File: src/rtl/mem_port_arbiter.sv
// Shares one single-ported, fixed-latency memory between the fetch (IF) and load/store (DM) ports.
// DM has priority; a saturating starvation counter forces an IF grant after STARVE_MAX DM grants.
module mem_port_arbiter #(
   parameter int ADDR_W      = 32,
   parameter int DATA_W      = 32,
   parameter int MEM_LATENCY = 1,
   parameter int STARVE_MAX  = 4
) (
   input  logic              clk,
   input  logic              rst_n,
   input  logic              if_req,
   input  logic [ADDR_W-1:0] if_addr,
   output logic [DATA_W-1:0] if_rdata,
   output logic              if_ack,
   input  logic              dm_req,
   input  logic              dm_we,
   input  logic [ADDR_W-1:0] dm_addr,
   input  logic [DATA_W-1:0] dm_wdata,
   output logic [DATA_W-1:0] dm_rdata,
   output logic              dm_ack,
   output logic              mem_en,
   output logic              mem_we,
   output logic [ADDR_W-1:0] mem_addr,
   output logic [DATA_W-1:0] mem_wdata,
   input  logic [DATA_W-1:0] mem_rdata,
   output logic              busy
);

   localparam int LAT_W = $clog2(MEM_LATENCY + 1) + 1;
   localparam int STV_W = $clog2(STARVE_MAX + 1) + 1;
   localparam logic [LAT_W-1:0] LAT_LAST  = LAT_W'(MEM_LATENCY);
   localparam logic [LAT_W-1:0] LAT_ONE   = {{(LAT_W-1){1'b0}}, 1'b1};
   localparam logic [STV_W-1:0] STV_LIMIT = STV_W'(STARVE_MAX);
   localparam logic [STV_W-1:0] STV_ONE   = {{(STV_W-1){1'b0}}, 1'b1};

   typedef enum logic [1:0] {
      ST_IDLE  = 2'd0,
      ST_ISSUE = 2'd1,
      ST_WAIT  = 2'd2,
      ST_ACK   = 2'd3
   } state_t;

   state_t             state_r;
   state_t             state_nxt_s;
   logic               grant_dm_s;
   logic               grant_if_s;
   logic               lat_done_s;
   logic [LAT_W-1:0]   lat_cnt_r;
   logic [STV_W-1:0]   starve_cnt_r;
   logic               win_dm_r;

   // State register
   always_ff @(posedge clk or negedge rst_n) begin
      if (!rst_n) begin
         state_r <= ST_IDLE;
      end else begin
         state_r <= state_nxt_s;
      end
   end

   // Next state and arbitration; the winner is chosen only while idle
   always_comb begin
      state_nxt_s = state_r;
      grant_dm_s  = 1'b0;
      grant_if_s  = 1'b0;
      lat_done_s  = (lat_cnt_r == LAT_LAST);
      case (state_r)
         ST_IDLE: begin
            if (dm_req && !(if_req && (starve_cnt_r == STV_LIMIT))) begin
               grant_dm_s  = 1'b1;
               state_nxt_s = ST_ISSUE;
            end else if (if_req) begin
               grant_if_s  = 1'b1;
               state_nxt_s = ST_ISSUE;
            end else begin
               state_nxt_s = ST_IDLE;
            end
         end
         ST_ISSUE: state_nxt_s = ST_WAIT;
         ST_WAIT: begin
            if (lat_done_s) begin
               state_nxt_s = ST_ACK;
            end else begin
               state_nxt_s = ST_WAIT;
            end
         end
         ST_ACK:  state_nxt_s = ST_IDLE;
         default: state_nxt_s = ST_IDLE;
      endcase
   end

   // Latency counter and starvation counter
   always_ff @(posedge clk or negedge rst_n) begin
      if (!rst_n) begin
         lat_cnt_r    <= '0;
         starve_cnt_r <= '0;
      end else begin
         if (state_r == ST_ISSUE) begin
            lat_cnt_r <= LAT_ONE;
         end else if (state_r == ST_WAIT) begin
            lat_cnt_r <= lat_cnt_r + LAT_ONE;
         end else begin
            lat_cnt_r <= lat_cnt_r;
         end
         if (grant_if_s) begin
            starve_cnt_r <= '0;
         end else if (grant_dm_s && if_req) begin
            starve_cnt_r <= (starve_cnt_r == STV_LIMIT) ? starve_cnt_r : starve_cnt_r + STV_ONE;
         end else if (grant_dm_s) begin
            starve_cnt_r <= '0;
         end else begin
            starve_cnt_r <= starve_cnt_r;
         end
      end
   end

   // Operands are latched at grant and held until the next grant
   always_ff @(posedge clk or negedge rst_n) begin
      if (!rst_n) begin
         mem_en    <= 1'b0;
         mem_we    <= 1'b0;
         mem_addr  <= '0;
         mem_wdata <= '0;
         win_dm_r  <= 1'b0;
         busy      <= 1'b0;
      end else begin
         mem_en <= grant_dm_s | grant_if_s;
         busy   <= (state_nxt_s != ST_IDLE);
         if (grant_dm_s) begin
            mem_addr  <= dm_addr;
            mem_wdata <= dm_wdata;
            mem_we    <= dm_we;
            win_dm_r  <= 1'b1;
         end else if (grant_if_s) begin
            mem_addr  <= if_addr;
            mem_wdata <= '0;
            mem_we    <= 1'b0;
            win_dm_r  <= 1'b0;
         end else begin
            mem_addr  <= mem_addr;
            mem_wdata <= mem_wdata;
            mem_we    <= mem_we;
            win_dm_r  <= win_dm_r;
         end
      end
   end

   // Read data capture on the last wait cycle, followed by the winner's ack pulse
   always_ff @(posedge clk or negedge rst_n) begin
      if (!rst_n) begin
         if_ack   <= 1'b0;
         dm_ack   <= 1'b0;
         if_rdata <= '0;
         dm_rdata <= '0;
      end else if ((state_r == ST_WAIT) && lat_done_s) begin
         if_ack <= !win_dm_r;
         dm_ack <= win_dm_r;
         if (win_dm_r && !mem_we) begin
            dm_rdata <= mem_rdata;
         end else begin
            dm_rdata <= dm_rdata;
         end
         if (!win_dm_r) begin
            if_rdata <= mem_rdata;
         end else begin
            if_rdata <= if_rdata;
         end
      end else begin
         if_ack <= 1'b0;
         dm_ack <= 1'b0;
      end
   end

endmodule
File: config.mk
export PLATFORM = sky130hd
export DESIGN_NAME = mem_port_arbiter
export DESIGN_NICKNAME = d
export VERILOG_FILES = /design/src/rtl/mem_port_arbiter.sv
export SDC_FILE = /design/constraint.sdc
export NUM_CORES = 1
export LEC_CHECK = 0
export ABC_AREA = 1
export ABC_CLOCK_PERIOD_IN_PS = 3450
export CAP_MARGIN = 25
export CORE_MARGIN = 2
export CORE_UTILIZATION = 46
export DETAILED_ROUTE_END_ITERATION = 10
export PLACE_DENSITY = 0.95
export SLEW_MARGIN = 25
export SYNTH_ARGS = -nofsm -noshare
export SYNTH_HDL_FRONTEND = slang
export SYNTH_SLANG_ARGS = --single-unit
File: constraint.sdc
create_clock -name clk -period 3.45 [get_ports clk]
set_clock_uncertainty 0.15 [all_clocks]
set_input_delay 0.69 -clock clk [delete_from_list [all_inputs] [get_ports clk]]
set_output_delay 0.69 -clock clk [all_outputs]
set_load 0.01 [all_outputs]
==> impl_metrics.env <==
export IMPL_status="completed"
export IMPL_final_cells=1145
export IMPL_regToRegStartpoint="state_r[0]"
export IMPL_drive_gt1_share_pct=5.34
export IMPL_worstPathArrival_ns=2.51
export IMPL_end_kind="flip-flop"
export IMPL_netlist_instances=710
export IMPL_required_ns=3.63
export IMPL_num_rows=41
export IMPL_via_per_inst=4.99
export IMPL_slowest_stage="clkdlybuf4s50_1"
export IMPL_ff2ff_path_depth=7
export IMPL_synth_top_area_share_pct=58.7
export IMPL_grt_util_all_layers_pct=26.2
export IMPL_antenna_found_initial=0
export IMPL_cpPeakStageDelay_ns=0.54
export IMPL_p_int_mw=5.56
export IMPL_start_util_pct=47.6
export IMPL_r2r_end="starve_cnt_r[3]"
export IMPL_grt_pass1_wl_um=29200
export IMPL_syn_to_final_growth_pct=55.7
export IMPL_vias=5713
export IMPL_drt_total_wl_um=18000
export IMPL_grt_max_degree=71
export IMPL_worstPathCellList="clkdlybuf4s50_1, nand2_1, inv_2, buf_4, nand3_1, o21ai_1"
export IMPL_io_pins=266
export IMPL_synthTopCellsByArea="dfrtp_1, nand2_1, nand3_1, inv_1, o21ai_0"
export IMPL_peakVddDrop_v=0.000396
export IMPL_syn_cell_area_um2=6050
export IMPL_final_common_cell="clkdlybuf4s50_1"
export IMPL_post_cts_setup_buffer_count=0
export IMPL_core_um2=12700
export IMPL_tritoncts="yes"
export IMPL_setup_slack_ns=1.11
export IMPL_power_frac_comb_pct=42.7
export IMPL_tns_ns=0
export IMPL_crit_path_max_fanout=57
export IMPL_clockBufferDepth=2
export IMPL_leakagePower_nw=4.74
export IMPL_period_share_pct=67.7
export IMPL_routabilityCongestion=0.839
export IMPL_switching_share_pct=34.8
export IMPL_max_slew_margin_pct=38.3
export IMPL_syn_area_per_cell_um2=8.52
export IMPL_setup_violations_final=0
export IMPL_utilization_pct=74.1
export IMPL_cts_sinks=142
export IMPL_worst_r2r_setup_slack_ns=1.19
export IMPL_grt_overflow=0
export IMPL_fp_dieW_um=119
export IMPL_cts_reportedPaths_clkPinSlew_ns=0.06
export IMPL_syn_num_nets=849
export IMPL_dpl_cell_count=1113
export IMPL_power_frac_seq_pct=34.2
export IMPL_cts_resized=0
export IMPL_worst_pin_slew_ns=0.924
export IMPL_drtPass1Iterations=5
export IMPL_critPathKind="input port to flip-flop"
export IMPL_ant_nets=0
export IMPL_pwr_share_clk_pct=23.1
export IMPL_antenna_cells=0
export IMPL_startpoint_type="input port"
export IMPL_portBuffers=265
export IMPL_ys_warn_count=0
export IMPL_ys_seq_area_share_pct=58.7
export IMPL_grt_pass1_vias=5806
export IMPL_fin_crit_ns=2.34
export IMPL_h_tree_depth=4
export IMPL_p_switching_mw=2.97
export IMPL_hold_class="input port to asynchronous set/reset pin"
export IMPL_rsz0062_at_grt="false"
export IMPL_drv_slew=0
export IMPL_drc=0
export IMPL_cts_buffers=17
export IMPL_drt_iter0_markers=484
export IMPL_fp_dieH_um=119
export IMPL_place_hpwl_um=12400
export IMPL_dpl_worst_slack_ns=0.702
export IMPL_maxCapViolCount=0
export IMPL_ys_ff_latch=142
export IMPL_root_buffer="clkbuf_16"
export IMPL_die_area_um2=14100
export IMPL_layout_common_cells="clkdlybuf4s50_1, nand2_1, dfrtp_1"
export IMPL_yosys_area_top_type="dfrtp_1"
export IMPL_synth_cell_type_count=19
export IMPL_power_density_nw_per_um2=905
export IMPL_clk_latency_ns=0.41
export IMPL_wl_per_cell_um=15.7
export IMPL_hold_buffers=0
export IMPL_timing_fmax_mhz=428
export IMPL_hold_viol_final=0
export IMPL_fin_nets=1099
[worst max-delay path by stage]
stage	startpoint	endpoint	slack (ns)	depth (start not counted)
after CTS	dm_req	starve_cnt_r[3]	1.11	6
final	dm_req	starve_cnt_r[3]	1.11	6
after floorplan	if_req	mem_addr[15]	1.83	7
after global routing	state_r[0]	starve_cnt_r[2]	0.99	7
after detailed placement	dm_req	starve_cnt_r[3]	0.70	6
after global placement	dm_req	starve_cnt_r[3]	0.80	6
[cell families after synthesis]
logic type / share of synthesized area [%]
AO/OA/AOI/OAI: 6.24
flip-flops: 58.7
AND/OR/NAND/NOR: 23.3
XOR/XNOR: 0.290
adder cells (fa/ha/maj): 1.24
buffers and inverters: 10.2
[power by group through the flow]
stage	sequential [mW]	combinational [mW]	clock (mW)
final	2.92	3.64	1.97
after global routing	3.00	3.98	2.09
after CTS	2.91	3.68	2.01
after detailed placement	2.91	3.64	0
after global placement	2.88	3.51	0
after floorplan	3.22	1.26	0
[flip-flops by register name, summed over array words and instances, names as in the netlist]
name and cells:
mem_addr 32, mem_we 1, win_dm_r 1, lat_cnt_r 2, starve_cnt_r 4, dm_rdata 32, mem_en 1, if_ack 1
dm_ack 1, if_rdata 32, busy 1, state_r 2, mem_wdata 32
[layout make-up]
type / instances / area (um^2)
Sequential cell: 142 / 3550
Fill cell: 863 / 3300
Timing Repair Buffer: 270 / 2700
Multi-Input combinational cell: 419 / 1890
Clock buffer: 18 / 439
Inverter: 110 / 413
Tap cell: 172 / 215
Clock inverter: 14 / 206
[worst max-delay path, delay by kind of cell]
| kind | cells | cell delay, ns |
|---|---|---|
| and+or+nand+nor | 2 | 0.34 |
| AOI/OAI and AO/OA | 1 | 0.21 |
| buffers and inverters | 3 | 1.25 |
[metrics by stage]
step	hold slack, ns	power (mW)	instance area, um^2
6_report	0.124	8.53	9420
5_1_grt	0.181	9.07	9420
4_1_cts	0.157	8.60	9420
3_5_place_dp	0.300	6.55	8770
3_3_place_gp	0.287	6.39	8770
2_1_floorplan	0.244	4.48	6050
[per-layer routing]
metal  part of all wire (%)  global-route usage (%)  vias to the layer above
li1                       -                       -                     2694
met1                     39                    30.8                     2713
met2                     51                    45.4                      278
met3                    8.1                    8.06                       28
met4                    2.5                    8.85                        0
met5                      0                       0                        -
[cells in the mapped netlist]
cell type  instances
nand2_1          230
dfrtp_1          142
inv_1            105
nand3_1           99
o21ai_0           63
buf_2             20
clkbuf_1          12
o21ai_1            7
ha_1               6
buf_4              5
inv_2              5
nand2_2            3
nor2_2             3
o22ai_1            3
buf_6              2
or2_2              2
o21ai_2            1
xnor2_1            1
xor2_1             1
No activity file was read; power rests on OpenSTA's default activity.
